`src/rtl/layer_start_dispatch.sv`:
```
// layer_start_dispatch: runs NUM_LAYERS start/wait rounds over up to four units, with a per-round timeout
module layer_start_dispatch #(
    parameter int NUM_LAYERS     = 3,
    parameter int TIMEOUT_CYCLES = 255
) (
    input  logic       clk,
    input  logic       rst_n,
    input  logic       go,
    input  logic [3:0] port_mask,
    input  logic       port_done_1,
    input  logic       port_done_2,
    input  logic       port_done_3,
    input  logic       port_done_4,
    output logic       port_start_1,
    output logic       port_start_2,
    output logic       port_start_3,
    output logic       port_start_4,
    output logic       busy,
    output logic       done,
    output logic       timeout,
    output logic [3:0] layer_idx
);
    typedef enum logic [2:0] {S_IDLE, S_START, S_WAIT, S_NEXT, S_FIN, S_ERR} state_t;
    state_t     r_state, w_next;
    logic [3:0] r_mask, r_flags, r_layer, w_done_in, w_start;
    logic [7:0] r_timer;
    logic       w_accept, w_complete, w_last, w_expired;
    assign w_done_in  = {port_done_4, port_done_3, port_done_2, port_done_1};
    assign w_accept   = go && (r_state == S_IDLE || r_state == S_ERR);
    // a done arriving in the current WAIT cycle already counts toward completion
    assign w_complete = ((r_flags | w_done_in) & r_mask) == r_mask;
    assign w_last     = r_layer == 4'(NUM_LAYERS - 1);
    assign w_expired  = r_timer == 8'(TIMEOUT_CYCLES - 1);
    always_comb begin
        w_next = r_state;
        case (r_state)
            S_IDLE, S_ERR: w_next = go ? S_START : r_state;
            S_START:       w_next = S_WAIT;
            S_WAIT:        w_next = w_complete ? S_NEXT : (w_expired ? S_ERR : S_WAIT);
            S_NEXT:        w_next = w_last ? S_FIN : S_START;
            S_FIN:         w_next = S_IDLE;
            default:       w_next = S_IDLE;
        endcase
    end
    always_ff @(posedge clk or negedge rst_n) begin
        if (!rst_n) begin
            r_state <= S_IDLE;
            r_mask  <= '0;
            r_flags <= '0;
            r_timer <= '0;
            r_layer <= '0;
        end else begin
            r_state <= w_next;
            if (w_accept) begin
                r_mask  <= port_mask;
                r_layer <= '0;
            end
            if (r_state == S_START) begin
                r_flags <= '0;
                r_timer <= '0;
            end
            if (r_state == S_WAIT) begin
                r_flags <= r_flags | (w_done_in & r_mask);
                r_timer <= r_timer + 8'd1;
            end
            if (r_state == S_NEXT && !w_last) r_layer <= r_layer + 4'd1;
        end
    end
    assign w_start      = (r_state == S_START) ? r_mask : 4'b0;
    assign port_start_1 = w_start[0];
    assign port_start_2 = w_start[1];
    assign port_start_3 = w_start[2];
    assign port_start_4 = w_start[3];
    assign busy         = !(r_state == S_IDLE || r_state == S_ERR);
    assign done         = r_state == S_FIN;
    assign timeout      = r_state == S_ERR;
    assign layer_idx    = r_layer;
endmodule
```
`config.mk`:
```
export PLATFORM = sky130hd
export DESIGN_NAME = layer_start_dispatch
export DESIGN_NICKNAME = d
export VERILOG_FILES = /design/src/rtl/layer_start_dispatch.sv
export SDC_FILE = /design/constraint.sdc
export NUM_CORES = 1
export LEC_CHECK = 0
export CAP_MARGIN = 10
export CELL_PAD_IN_SITES_DETAIL_PLACEMENT = 1
export CELL_PAD_IN_SITES_GLOBAL_PLACEMENT = 1
export CORE_ASPECT_RATIO = 1.5
export CORE_UTILIZATION = 39
export CTS_CLUSTER_SIZE = 30
export DETAILED_ROUTE_END_ITERATION = 12
export PLACE_DENSITY = 0.86
export SLEW_MARGIN = 20
export SYNTH_ARGS = -nofsm -noshare
export SYNTH_HDL_FRONTEND = slang
export SYNTH_SLANG_ARGS = --single-unit
```
`constraint.sdc`:
```
create_clock -name clk -period 1.8 [get_ports clk]
set_input_delay 0.18 -clock clk [delete_from_list [all_inputs] [get_ports clk]]
set_output_delay 0.18 -clock clk [all_outputs]
set_load 0.05 [all_outputs]
```
; Yosys cells after proc, flatten, opt, wreduce, memory -nomap -nowiden
; Index checks and enable logic that the tools add are counted.
[word_totals]
ff_bits = 23
out_inout_bits = 11
word_cells = 41
in_bits = 11
[classes]
bitwise = 4
n_reduce_logical = 9
add_sub_neg = 2
eq_ne = 9
mux = 12
[op_table]
columns = cell, n
row1 = 2-to-1 mux 4 bit, 5
row2 = 2-to-1 mux 8 bit, 2
row3 = 2-to-1 mux 3 bit, 4
row4 = one-hot mux 3 bit (4 select lines), 1
row5 = adder 8 x 1 -> 8 bit (second input constant), 1
row6 = AND 4 bit, 2
row7 = equality test 8 bit (second input constant), 1
row8 = bitwise OR 4 bit, 2
row9 = equality test 3 x 2 -> 1 bit (second input constant), 2
row10 = equality test 3 bit (second input constant), 2
row11 = adder 4 x 1 -> 4 bit (second input constant), 1
row12 = equality test 4 x 2 -> 1 bit (second input constant), 1
row13 = equality test 4 bit, 1
row14 = nonzero test 2 bit, 2
row15 = equality test 3 x 1 -> 1 bit (second input constant), 1
row16 = zero test 3 bit, 1
row17 = logical AND 1 bit, 2
row18 = zero test 1 bit, 2
row19 = != test 2 bit (second input constant), 1
row20 = OR reduction 2 bit, 1
row21 = logical OR 1 bit, 1

; Depth between registers and ports, before layout
[depth]
depth_word = 5
depth_mapped = 7
ltp_nobuf = 7

; Worst setup path before layout
; Ideal clock, no wire load.
[synth_path]
kind = reg-to-output
from = register r_state[1]
to = output port done
arrival_ns = 1.680
setup_slack_ns = -0.060
path_stages_with_launch = 3
n_path_buf = 1
path_cell_list = dfrtp_1 > buf_4 > nor3b_1
[synth_between]
elab_chain_len = 1
[synth_rtl]
columns = item, line_no
row1 = from (decl), 24  ; state_t r_state, w_next;
row2 = from (signal assigned), 53  ; r_state <= w_next;
row3 = equality test 3 bit, 75  ; assign done = r_state == S_FIN;
row4 = to (decl), 19  ; output logic done,
; Every way passes these cells.

; Worst setup path in the final report
[layout_path]
from = register r_state[0]
to = output port port_start_1
[layout_between]
elab_chain_len = 2
[layout_rtl]
columns = item, line_no
row1 = equality test 3 x 1 -> 1 bit, 69  ; assign w_start = (r_state == S_START) ? r_mask : 4'b0;
row2 = 2-to-1 mux 4 bit, 69
row3 = to (decl), 14  ; output logic port_start_1,
; Every way passes these cells.

==> impl_results.md <==
* Total power per unit cell area at 1560 mW/mm²
* Crit path DAT at about 1.6 ns
* Die footprint at 0.00331 mm²
* Clock Path Buffers at 2
* Switch share at 44.2%
* Period minus WS final at 1.74 ns
* Slew @ Worst Pin at approximately 0.5 ns
* CTS clk-pin slew, worst paths at roughly 0.080 ns
* Core area at 0.00291 mm²
* CTS Buf Count at 3
* Outcome: finished, final reports clean
* Main combinational cell family by area after synthesis: simple AND/OR/NAND/NOR gates
* Gr usage total at 21.3%
* Synth Area in Simple Gates at 21.7%
* Compound-Gate Fraction of Synth Area at between 10% and 20%
* Most used DFF post-synth: dfrtp_1
* Switching pwr at 0.00110 W
* GP Congestion at 0.767
* Crit path launch type: flip-flop
* Max Fclk at 575 MHz
* Initial drt markers at 16
* Synth Area in XOR/XNOR at less than 1%
* Vias in the first global route at ~1100
* Seq pwr share at 34.4%
* Gr ovfl total at 0
* Crit. End Element: output pin
* Count of cell types in the netlist at 36
* Max_cap viols at 0
* Setup slack at placement at 0.129 ns
* Horiz. Die Dim at 47.3 µm
* PortBufs at 21
* Total power at 0.00248 W
* FF-to-FF Start: r_state[0]
* Post-route DRC at 0
* WP data required at 1.62 ns
* Mapped Avg Cell Area at 10.0 µm²
* CP Class: flip-flop to output pin
* Max Slew Vio Count at 0
* Antenna-violating nets left at 0
* Syn Nets at 135
* Area share of fa/ha/maj cells after synthesis at 4.17%
* Std-Cell Rows at 24
* Drt wl/cell at 15.9 µm
* Yosys top cell area share at a little under half
* Antenna violations before repair at 0
* Clock power share at 13.3%
* Hold WC Path Type: primary input to async pin
* Worst R2R End: r_timer[4]
* Layout Skew at roughly 0.0017 ns
* Dpl cell area at 0.00152 mm²
* Final instance area at 0.00159 mm²
* Htree depth at 1
* Post-DP HPWL at 2.21 mm
* Max IR drop VDD at between 0.8 and 0.9 mV
* Asr flop ratio synth at 100%
* Synth top area cells: dfrtp_1 48%, ha_1 4.2%, o21ai_0 4.2%, nor2_1 4.1%, mux2_2 3.8%
* Final Hold Viols at 0
* Largest net degree at the start of global routing at 24
* Clk sinks at 23
* Comb pwr share at 52.3%
* R2r setup slk at 0.11 ns
* R2R cell count at 8
* Relative slew margins at 66.8%
* Root Buffer: clkbuf_8
* Number of diodes at 0
* Unrepaired setup endpoints after global routing: true
* TritonCTS clock tree: built
* Fraction of layout cells with a size suffix above 1 at 18.9%
* Final Cycle Share at roughly 97%
* Syn Std Cell Area at 0.00120 mm²
* DRT Pass-1 Iters at 4
* Mapped Cells at 120
* Area Growth Syn to Fin at 32.1%
* Num ports at 22
* Routed WL at 2.97 mm
* Syn. warnings at 0
* Seq/Total Area, Yosys at 47.9%
* PnR worst setup slack at 0.0617 ns
* Vias per cell at 5.45
* Final net count at 164
* Worst-path fanout max at 6
* DR vias at 1020
* Initial Util at 41.2%
* Mux cell area share after synthesis at 4.58%
* Area leader, netlist: dfrtp_1
* Leak at ~0.7 nW
* First-pass GRT wire length at 5.21 mm
* Final setup viols at 0
* #FFs+latches synth at 23
* Number of synthesized flops with an enable pin at 0
* Pint at around 0.0014 W
* Clk_lat worst skew at 0.27 ns
* Die height at 70.0 µm
==> sequential cells by signal, summed over array words and instances (netlist names) <==
signal	cells
r_flags	4
r_state	3
layer_idx	4
r_mask	4
r_timer	8
==> logic make-up after synthesis <==
kind of cell,after synthesis
multiplexers,5
flip-flops,23
XOR/XNOR,1
adder cells (fa/ha/maj),4
buffers and inverters,8
AND/OR/NAND/NOR,48
AO/OA/AOI/OAI,31
==> layout make-up <==
type	count	area, µm²
Sequential cell	23	576
Multi-Input combinational cell	89	582
Fill cell	336	1330
Timing Repair Buffer	28	320
Inverter	4	15.0
Tap cell	39	48.8
Clock buffer	4	45.0
==> power groups by stage <==
stage	clock, W	sequential (W)	combinational [W]
floorplan	0	0.000866	0.000813
global placement	0	0.000853	0.00119
detailed placement	0	0.000868	0.00124
CTS	0.000337	0.000861	0.00128
global route	0.000359	0.000876	0.00142
finish	0.000329	0.000854	0.00130
==> repair_timing <==
item	in CTS	in global routing
hold buffers	0	0
pin swaps	1	1
endpoints found under the hold margin	0	0
setup endpoints to repair	4	6
gates resized for setup	0	2
setup buffers	2	1
==> cells in the mapped netlist (3+ instances only) <==
master	count
dfrtp_1	23
nor2_1	13
nand2_1	12
o21ai_0	10
and2_1	5
a31oi_1	4
ha_1	4
inv_1	4
mux2_2	4
nand3_1	4
nor3b_1	3
o211ai_1	3
o22ai_1	3
o31ai_1	3
==> through the flow <==
stage / util, % / setup TNS [ns] / cells / hold slack, ns
finish: 54.5 / 0 / 187 / 0.263
global route: 54.5 / -0.100 / 187 / 0.303
CTS: 54.2 / 0 / 186 / 0.276
detailed placement: 52.1 / 0 / 180 / 0.482
global placement: 52.1 / 0 / 180 / 0.476
floorplan: - / 0 / 120 / -0.116
==> metal layers <==
| metal | global-route usage, % | up-vias | part of all wire [%] |
|---|---|---|---|
| li1 | - | 482 | - |
| met1 | 25.2 | 514 | 39 |
| met2 | 37.0 | 17 | 56 |
| met3 | 2.33 | 7 | 1.9 |
| met4 | 7.94 | 0 | 2.2 |
| met5 | 0 | - | 0 |
==> layout by cell type (no fill, tap or decap), types with 2 or more instances in the layout <==
cell type         n
a31oi_1           4
and2_1            4
buf_12            6
buf_4             8
clkbuf_8          3
clkdlybuf4s50_1  14
dfrtp_1          23
ha_1              4
inv_1             4
mux2_2            4
nand2_1          12
nand3_1           4
nand4_1           2
nor2_1           13
nor3b_1           2
o211ai_1          3
o21ai_0           9
o21ai_1           2
o22ai_1           3
o31ai_1           3
or3_1             2
==> critical path: stages (launching register included) <==
cell	delay, ns
dfrtp_1	0.36
buf_4	0.15
inv_1	0.10
nor3_4	0.29
and2_1	0.24
buf_12	0.15
==> worst max path at each step <==
stage,from,end,slack (ns),depth (start not counted)
floorplan,layer_idx[0],layer_idx[2],0.04,6
global placement,r_state[0],r_mask[3],0.19,4
detailed placement,port_done_4,r_state[0],0.13,6
CTS,r_state[0],port_start_1,0.02,5
global route,r_state[0],r_timer[4],-0.03,8
finish,r_state[0],port_start_1,0.06,5
Note: power is estimated with default switching activity, not from simulation.
